### config.mk
export PLATFORM = sky130hd
export DESIGN_NAME = sync_fifo_param
export DESIGN_NICKNAME = d
export VERILOG_FILES = /design/src/rtl/sync_fifo_param.sv
export SDC_FILE = /design/constraint.sdc
export NUM_CORES = 1
export LEC_CHECK = 0
export ABC_CLOCK_PERIOD_IN_PS = 12200
export CORE_MARGIN = 1.5
export CORE_UTILIZATION = 30
export CTS_CLUSTER_DIAMETER = 40
export CTS_CLUSTER_SIZE = 8
export DETAILED_ROUTE_END_ITERATION = 8
export PLACE_DENSITY = 0.47
export SLEW_MARGIN = 20
export SYNTH_ARGS = -nofsm -noshare
export SYNTH_HDL_FRONTEND = slang
export SYNTH_SLANG_ARGS = --single-unit
### constraint.sdc
create_clock -name Clk -period 12.2 [get_ports Clk]
set_input_delay 1.83 -clock Clk [delete_from_list [all_inputs] [get_ports Clk]]
set_output_delay 1.83 -clock Clk [all_outputs]
set_load 0.01 [all_outputs]
### src/rtl/sync_fifo_param.sv
// -----------------------------------------------------------------------------
// sync_fifo_param
//   Parametrised single-clock FIFO. Supports simultaneous read and write at any
//   occupancy, including a write at full when a read is accepted in the same
//   cycle. Exposes an occupancy count, threshold flags and one-cycle
//   overflow/underflow pulses. FWFT selects the read mode:
//     FWFT = 0 : registered read, dataOut updates on the accepting edge
//     FWFT = 1 : first-word-fall-through, dataOut shows the head word (0 when empty)
//
// Ports
//   Clk           clock, all state updates on the rising edge
//   Rst           synchronous active-high reset (takes priority over EN)
//   EN            global enable; when low, no state changes
//   WR / dataIn   write request and write data
//   RD            read request (pop acknowledge in FWFT mode)
//   dataOut       read data
//   COUNT         occupancy, 0..DEPTH
//   EMPTY / FULL  COUNT == 0 / COUNT == DEPTH
//   ALMOST_EMPTY  COUNT <= AE_THRESH
//   ALMOST_FULL   COUNT >= AF_THRESH
//   OVERFLOW      high for the cycle after a rejected write
//   UNDERFLOW     high for the cycle after a rejected read
// -----------------------------------------------------------------------------
module sync_fifo_param #(
    parameter int DATA_W    = 32,
    parameter int DEPTH     = 8,
    parameter int AF_THRESH = DEPTH - 2,
    parameter int AE_THRESH = 2,
    parameter int FWFT      = 0
) (
    input  logic                     Clk,
    input  logic                     Rst,
    input  logic                     EN,
    input  logic                     WR,
    input  logic [DATA_W-1:0]        dataIn,
    input  logic                     RD,
    output logic [DATA_W-1:0]        dataOut,
    output logic [$clog2(DEPTH):0]   COUNT,
    output logic                     EMPTY,
    output logic                     FULL,
    output logic                     ALMOST_EMPTY,
    output logic                     ALMOST_FULL,
    output logic                     OVERFLOW,
    output logic                     UNDERFLOW
);

    localparam int AW = $clog2(DEPTH);
    localparam int CW = AW + 1;

    logic [DATA_W-1:0] mem_q [DEPTH];

    logic [AW-1:0] rd_ptr_q, rd_ptr_d;
    logic [AW-1:0] wr_ptr_q, wr_ptr_d;
    logic [CW-1:0] count_q, count_d;
    logic          ovf_q, ovf_d;
    logic          unf_q, unf_d;

    logic          empty_s, full_s;
    logic          rd_acc_s, wr_acc_s;

    // Acceptance decode; a write at full rides on a same-cycle accepted read.
    always_comb begin
        empty_s  = (count_q == {CW{1'b0}});
        full_s   = (count_q == CW'(DEPTH));
        rd_acc_s = EN & RD & ~empty_s;
        wr_acc_s = EN & WR & (~full_s | rd_acc_s);
    end

    // Next-state for pointers, occupancy and error pulses.
    always_comb begin
        rd_ptr_d = rd_ptr_q;
        wr_ptr_d = wr_ptr_q;
        count_d  = count_q;
        if (rd_acc_s) begin
            rd_ptr_d = rd_ptr_q + AW'(1);   // power-of-two depth: wraps naturally
        end else begin
            rd_ptr_d = rd_ptr_q;
        end
        if (wr_acc_s) begin
            wr_ptr_d = wr_ptr_q + AW'(1);
        end else begin
            wr_ptr_d = wr_ptr_q;
        end
        case ({wr_acc_s, rd_acc_s})
            2'b10:   count_d = count_q + CW'(1);
            2'b01:   count_d = count_q - CW'(1);
            default: count_d = count_q;
        endcase
        // Requests without EN never count as rejected, so pulses clear when EN=0.
        ovf_d = EN & WR & ~wr_acc_s;
        unf_d = EN & RD & ~rd_acc_s;
    end

    // Control state registers.
    always_ff @(posedge Clk) begin
        if (Rst) begin
            rd_ptr_q <= {AW{1'b0}};
            wr_ptr_q <= {AW{1'b0}};
            count_q  <= {CW{1'b0}};
            ovf_q    <= 1'b0;
            unf_q    <= 1'b0;
        end else begin
            rd_ptr_q <= rd_ptr_d;
            wr_ptr_q <= wr_ptr_d;
            count_q  <= count_d;
            ovf_q    <= ovf_d;
            unf_q    <= unf_d;
        end
    end

    // Storage array; contents survive reset, writes are blocked while in reset.
    always_ff @(posedge Clk) begin
        if (!Rst && wr_acc_s) begin
            mem_q[wr_ptr_q] <= dataIn;
        end
    end

    generate
        if (FWFT != 0) begin : g_fwft
            // Head word falls through; forced to zero when there is no head.
            always_comb begin
                if (empty_s) begin
                    dataOut = {DATA_W{1'b0}};
                end else begin
                    dataOut = mem_q[rd_ptr_q];
                end
            end
        end else begin : g_reg
            logic [DATA_W-1:0] dout_q;
            // Registered read port, loads only on an accepted read.
            always_ff @(posedge Clk) begin
                if (Rst) begin
                    dout_q <= {DATA_W{1'b0}};
                end else if (rd_acc_s) begin
                    dout_q <= mem_q[rd_ptr_q];
                end else begin
                    dout_q <= dout_q;
                end
            end
            assign dataOut = dout_q;
        end
    endgenerate

    // Flags decode the registered count only, so they cannot glitch mid-cycle.
    assign COUNT        = count_q;
    assign EMPTY        = empty_s;
    assign FULL         = full_s;
    assign ALMOST_EMPTY = (count_q <= CW'(AE_THRESH));
    assign ALMOST_FULL  = (count_q >= CW'(AF_THRESH));
    assign OVERFLOW     = ovf_q;
    assign UNDERFLOW    = unf_q;

endmodule

==> run metrics, run 1 <==
CP Max Fanout 22; sequential element share of the synthesized area 75.5%; filler instances 3451; CP arrival 4.40 ns; share of cells above drive strength 1 21.5%; # diodes 0; Peak VDD IR 0.0931 mV; WS Path Type in2reg; syn nets 610; clk_lat worst skew 0.52 ns; Routed WL 24000 um; cell count after synthesis 568; grt met1 use 17.2%; Nets 715; GR Util met2 20.5%; final setup TNS 0 ns; CTS HTree Levels 2; area grow syn2layout 26.4%; Tmin final 4.23 ns; core footprint 37400 sq um; largest net degree at the start of global routing 69; die footprint 39000 sq um; clock slew seen by the registers of the worst setup and hold paths 0.04 ns; row count 71; Mapped Area 11300 sq um; number of global-route vias before repair 6056; remaining antenna violation count after routing 0; Power Dens Cells 176 nW/um^2; final setup margin 7.97 ns; first-pass GRT wire length 36800 um; final setup fails 0; CP endpoint kind flop; relative slew slack 26.7%; worst hold-check path type reg2reg; Max Slew Vio Count 0; vias 5618; RSZ-0062 raised after global routing no; CP startpoint kind primary input; DRC Markers 0; outcome finished clean; hold bufs inserted after CTS 0; Initial Utilization 30.3%; placed insts 1135; Post-CTS Setup Bufs 0; DP Wirelength 13600 um; grt peak-use layer met2; Port Buffers 78; root buf cell clkbuf_16; GRT overflow 0; Synth cell types 42; Final Skew 0.0135 ns; final hold violations 0; Crit-path slowest cell nor3_4; register bit total from synthesis 300; antenna violations before repair 0; DR pass1 iterations 4; Pleak 0.00438 uW; DR vias/cell 4.60; top_reg_cell synth edfxtp_1; Fmax achieved 0.237 GHz; I/O pin count 79; Buf/Inv on CP 2; CP Cell Sequence clkdlybuf4s50_1 -> nor2b_1 -> nand2_1 -> or3b_2 -> nor3_4 -> buf_4; slowest cell delay on critical path 0.59 ns; clk sinks 300; worst slew pin tran 1.10 ns; Num CTS Buffers 47; Req. time, crit path 12.37 ns; Post-synth EDFFs 256; Ys Warns 0; routed len/inst 19.7 um; Chip Width 197 um; Max Cap Viol 0; DP Worst Slack 7.02 ns; First DRT Iteration DRCs 280; Die Ht 197 um; post_cts resized 0; gpl congestion 0.740; met3 Usage GRT 2.60%; CTS tree done; crit-path leading delay family simple AND/OR/NAND/NOR gates; Tot GR Track Use 12.7%; fraction of registers with async set/reset 0%; Max Buffers Root-to-Sink 3; Mean Syn Cell Area 20.0 sq um; Final Cycle Share 34.7%; final non-filler cell total 1221
-- flip-flops by register name, summed over array words and instances (netlist names) --
name / count
UNDERFLOW: 1
mem_q: 256
COUNT: 4
rd_ptr_q: 3
dataOut: 32
OVERFLOW: 1
wr_ptr_q: 3
-- tightest hold or removal path, cell delays in order, from the launching register on --
cell	delay, ns
dfxtp_1	0.30
nor2_1	0.09
a211oi_1	0.05
-- kinds of logic after synthesis --
family                     after synthesis  synth area share, %
muxes                                   98                 15.7
xor gates and xnor gates                 4                0.309
and+or+nand+nor                         74                 3.12
DFF                                    300                 75.5
adders and majority gates                5                0.618
buffers and inverters                   39                 1.54
AOI/OAI and AO/OA                       48                 3.16
-- per-layer routing --
layer / up-vias / wire length (um)
met4: 0 / 446
li1: 2545 / -
met1: 2894 / 11100
met5: - / 0
met3: 43 / 1110
met2: 136 / 11400
-- power breakdown --
group          total (uW)  leakage (uW)  switching, uW  internal [uW]
registers            1150       0.00267           15.1           1130
logic                 139      0.000996           67.1           71.5
clock network        1240      0.000721            424            820
-- per-stage QoR --
step	util (%)	hold slack [ns]	area, sq um	total power, uW
2_1_floorplan	-	0.520	11300	1240
3_3_place_gp	34.0	0.492	12700	1300
3_5_place_dp	34.3	0.492	12800	1310
4_1_cts	38.3	0.498	14300	2560
5_1_grt	38.3	0.510	14300	2620
6_report	38.3	0.494	14300	2530
-- path summary, 6_finish.rpt --
check	startpoint	end	slack, ns	depth (start not counted)
setup / recovery	EN	mem_q[0][10]	7.97	6
setup reg to reg	COUNT[2]	mem_q[0][10]	9.32	5
hold / removal	dataOut[30]	dataOut[30]	0.49	2
hold reg to reg	dataOut[30]	dataOut[30]	0.49	2
-- Yosys cell counts (3+ instances only) --
cell type  instances  share of area (%)
ha_1               4               0.44
nor3_1             5               0.22
inv_1              6               0.20
mux2i_1           34                3.0
nor2_1            43                1.4
xnor2_1            3               0.23
edfxtp_1         256                 68
nand2_1            7               0.23
dfxtp_1           44                7.8
mux4_2            64                 13
a211oi_1          34                2.3
nand2b_1           3               0.17
buf_2             11               0.49
clkbuf_1          17               0.56
-- final cells by class --
cell class	count	area [sq um]	area share, %
repair buffers	88	935	6.52
well taps	511	639	4.46
flip-flops and latches	300	8580	59.8
clock buffers	82	1420	9.91
multi-input cells	229	2670	18.6
clock inverters	4	70.1	0.489
inverters	7	26.3	0.183
-- placed cells by master, fill, tap and decap left out, types with 3 or more instances in the layout --
cell             synthesis  routed
a211oi_1                34      34
clkbuf_8                 0       7
clkbuf_16                0      49
clkdlybuf4s50_1          0      77
nor2_1                  43      37
buf_16                   0       4
nand2_1                  7       7
clkbuf_1                17      26
mux4_2                  64      64
inv_1                    6       6
ha_1                     4       4
xnor2_1                  3       3
nand2b_1                 3       3
nor2_4                   0       6
dfxtp_1                 44      41
mux2i_1                 34      34
nor3_1                   5       3
edfxtp_1               256     256
buf_4                    0       5
(Power assumes the default switching activity.)
==> run 2, diff against run 1 <==
ABC_CLOCK_PERIOD_IN_PS = 3700   (was 12200)
PLACE_DENSITY = 0.49   (was 0.47)
clock period = 3.7 ns   (was 12.2 ns; I/O delays follow)
==> run 2 against run 1 <==
Against the previous run:
- sequential share of layout area decreased by 0.23 points
- cell count is 0.57% higher
- clock power rose to 3.4 times the previous value
- critical endpoint is now EMPTY
- sequential power grew to 3.3 times the previous value
==> run metrics, run 2 (synthesis gave the netlist of run 1 again) <==
DR vias/cell 4.62; Max Slew Vio Count 0; first-pass GRT wire length 36600 um; Peak VDD IR 0.279 mV; final core occ 38.5%; most flop-heavy register mem_q; RSZ-0062 raised after global routing no; Net Switching 1700 uW; Num CTS Buffers 49; routed len/inst 19.4 um; Fmax achieved 0.373 GHz; I/O pin count 79; WS Path Type reg2out; core footprint 37400 sq um; GRT overflow 0; final hold violations 0; Chip Width 197 um; Clock power frac 50.0%; Die Ht 197 um; Nets 723; filler instances 3401; Reg2Reg Launch Point COUNT[3]; CP endpoint kind primary output; row count 71; total power 8490 uW; Max Cap Viol 0; number of global-route vias before repair 6241; Max Buffers Root-to-Sink 3; Worst R2R End COUNT[3]; final setup fails 0; CP arrival 2.13 ns; Tot GR Track Use 12.5%; worst slew pin tran 0.946 ns; clock slew seen by the registers of the worst setup and hold paths 0.04 ns; Pleak 0.00443 uW; final setup TNS 0 ns; Worst R2R Path Depth 9; most frequent cells in the layout edfxtp_1, clkdlybuf4s50_1, mux4_2, clkbuf_16, dfxtp_1; area grow syn2layout 26.9%; Power Dens Cells 590 nW/um^2; die footprint 39000 sq um; antenna violations before repair 1; largest net degree at the start of global routing 68; worst hold-check path type in2reg; combinational share of power 5.5%; hold bufs inserted after CTS 0; DP Wirelength 13900 um; internal power 6790 uW; Post-CTS Setup Bufs 0; Tmin final 2.68 ns; Port Buffers 78; Reg power frac 44.5%; CTS tree done; vias 5676; Req. time, crit path 3.14 ns; max FFs per register 256; First DRT Iteration DRCs 267; Initial Utilization 30.3%; share of cells above drive strength 1 22.7%; clk_lat worst skew 0.52 ns; Final Cycle Share 72.5%; CTS HTree Levels 2; Routed WL 23800 um; leading cell type in the layout, fill and taps excluded edfxtp_1; gpl congestion 0.690; reg2reg setup slack 1.13 ns; CP startpoint kind flop; DR pass1 iterations 6; Final Skew 0.0160 ns; post_cts resized 0; Worst Setup SP COUNT[3]; clk sinks 300; CP Max Fanout 9; relative slew slack 36.9%; outcome finished clean; remaining antenna violation count after routing 0; Sw Ratio 20.0%; # diodes 0; DRC Markers 0; root buf cell clkbuf_16; Worst Setup EP EMPTY
[run 2: changes by cell type in the layout (fill, tap and decap cells not counted), moves of 2 or more]
cell | before | now
clkbuf_1 | 26 | 20
clkbuf_8 | 7 | 2
buf_16 | 4 | 0
clkinv_1 | 0 | 3
clkinvlp_4 | 0 | 2
buf_4 | 5 | 13
bufinv_16 | 2 | 4
clkbuf_16 | 49 | 51
clkinv_2 | 2 | 4
buf_12 | 0 | 3
[run 2: power groups by stage]
stage / Combinational (uW) / Sequential, uW / Clock [uW]
finish: 465 / 3780 / 4240
floorplan: 261 / 3830 / 0
global placement: 466 / 3840 / 0
global route: 513 / 3780 / 4520
CTS: 479 / 3780 / 4370
detailed placement: 477 / 3840 / 0
[run 2: per-stage QoR]
stage	setup WS (ns)	instances	hold WS (ns)	area, sq um
floorplan	0.0920	568	0.520	11300
global placement	0.673	1141	0.488	12800
detailed placement	0.658	1141	0.496	12800
CTS	0.989	1228	0.358	14400
global route	0.949	1228	0.396	14400
finish	1.02	1228	0.380	14400
[run 2: final cells by class]
cell class | count | area (sq um) | area share (%)
Sequential cell | 300 | 8580 | 59.6
Multi-Input combinational cell | 229 | 2660 | 18.5
Clock buffer | 73 | 1380 | 9.58
Timing Repair Buffer | 94 | 933 | 6.49
Tap cell | 511 | 639 | 4.44
Clock inverter | 14 | 175 | 1.22
Inverter | 7 | 26.3 | 0.183
[run 2: worst min path at each step]
stage,cells after the start,end,from
2_1_floorplan,2,dataOut[21],dataOut[21]
3_3_place_gp,2,dataOut[26],dataOut[26]
3_5_place_dp,2,dataOut[25],dataOut[25]
4_1_cts,4,OVERFLOW,Rst
5_1_grt,4,OVERFLOW,Rst
6_report,4,OVERFLOW,Rst
[run 2: layer usage]
layer  global-route usage (%)  wire, um  vias up
li1                         -         -     2563
met1                     16.1     10500     2936
met2                     21.0     11700      135
met3                     3.04      1180       40
met4                     3.68       432        2
met5                        0        13        -
[run 2: critical path: stages (launching register included)]
cell,delay [ns]
dfxtp_1,0.39
or4_4,0.59
inv_1,0.10
clkdlybuf4s50_1,0.53
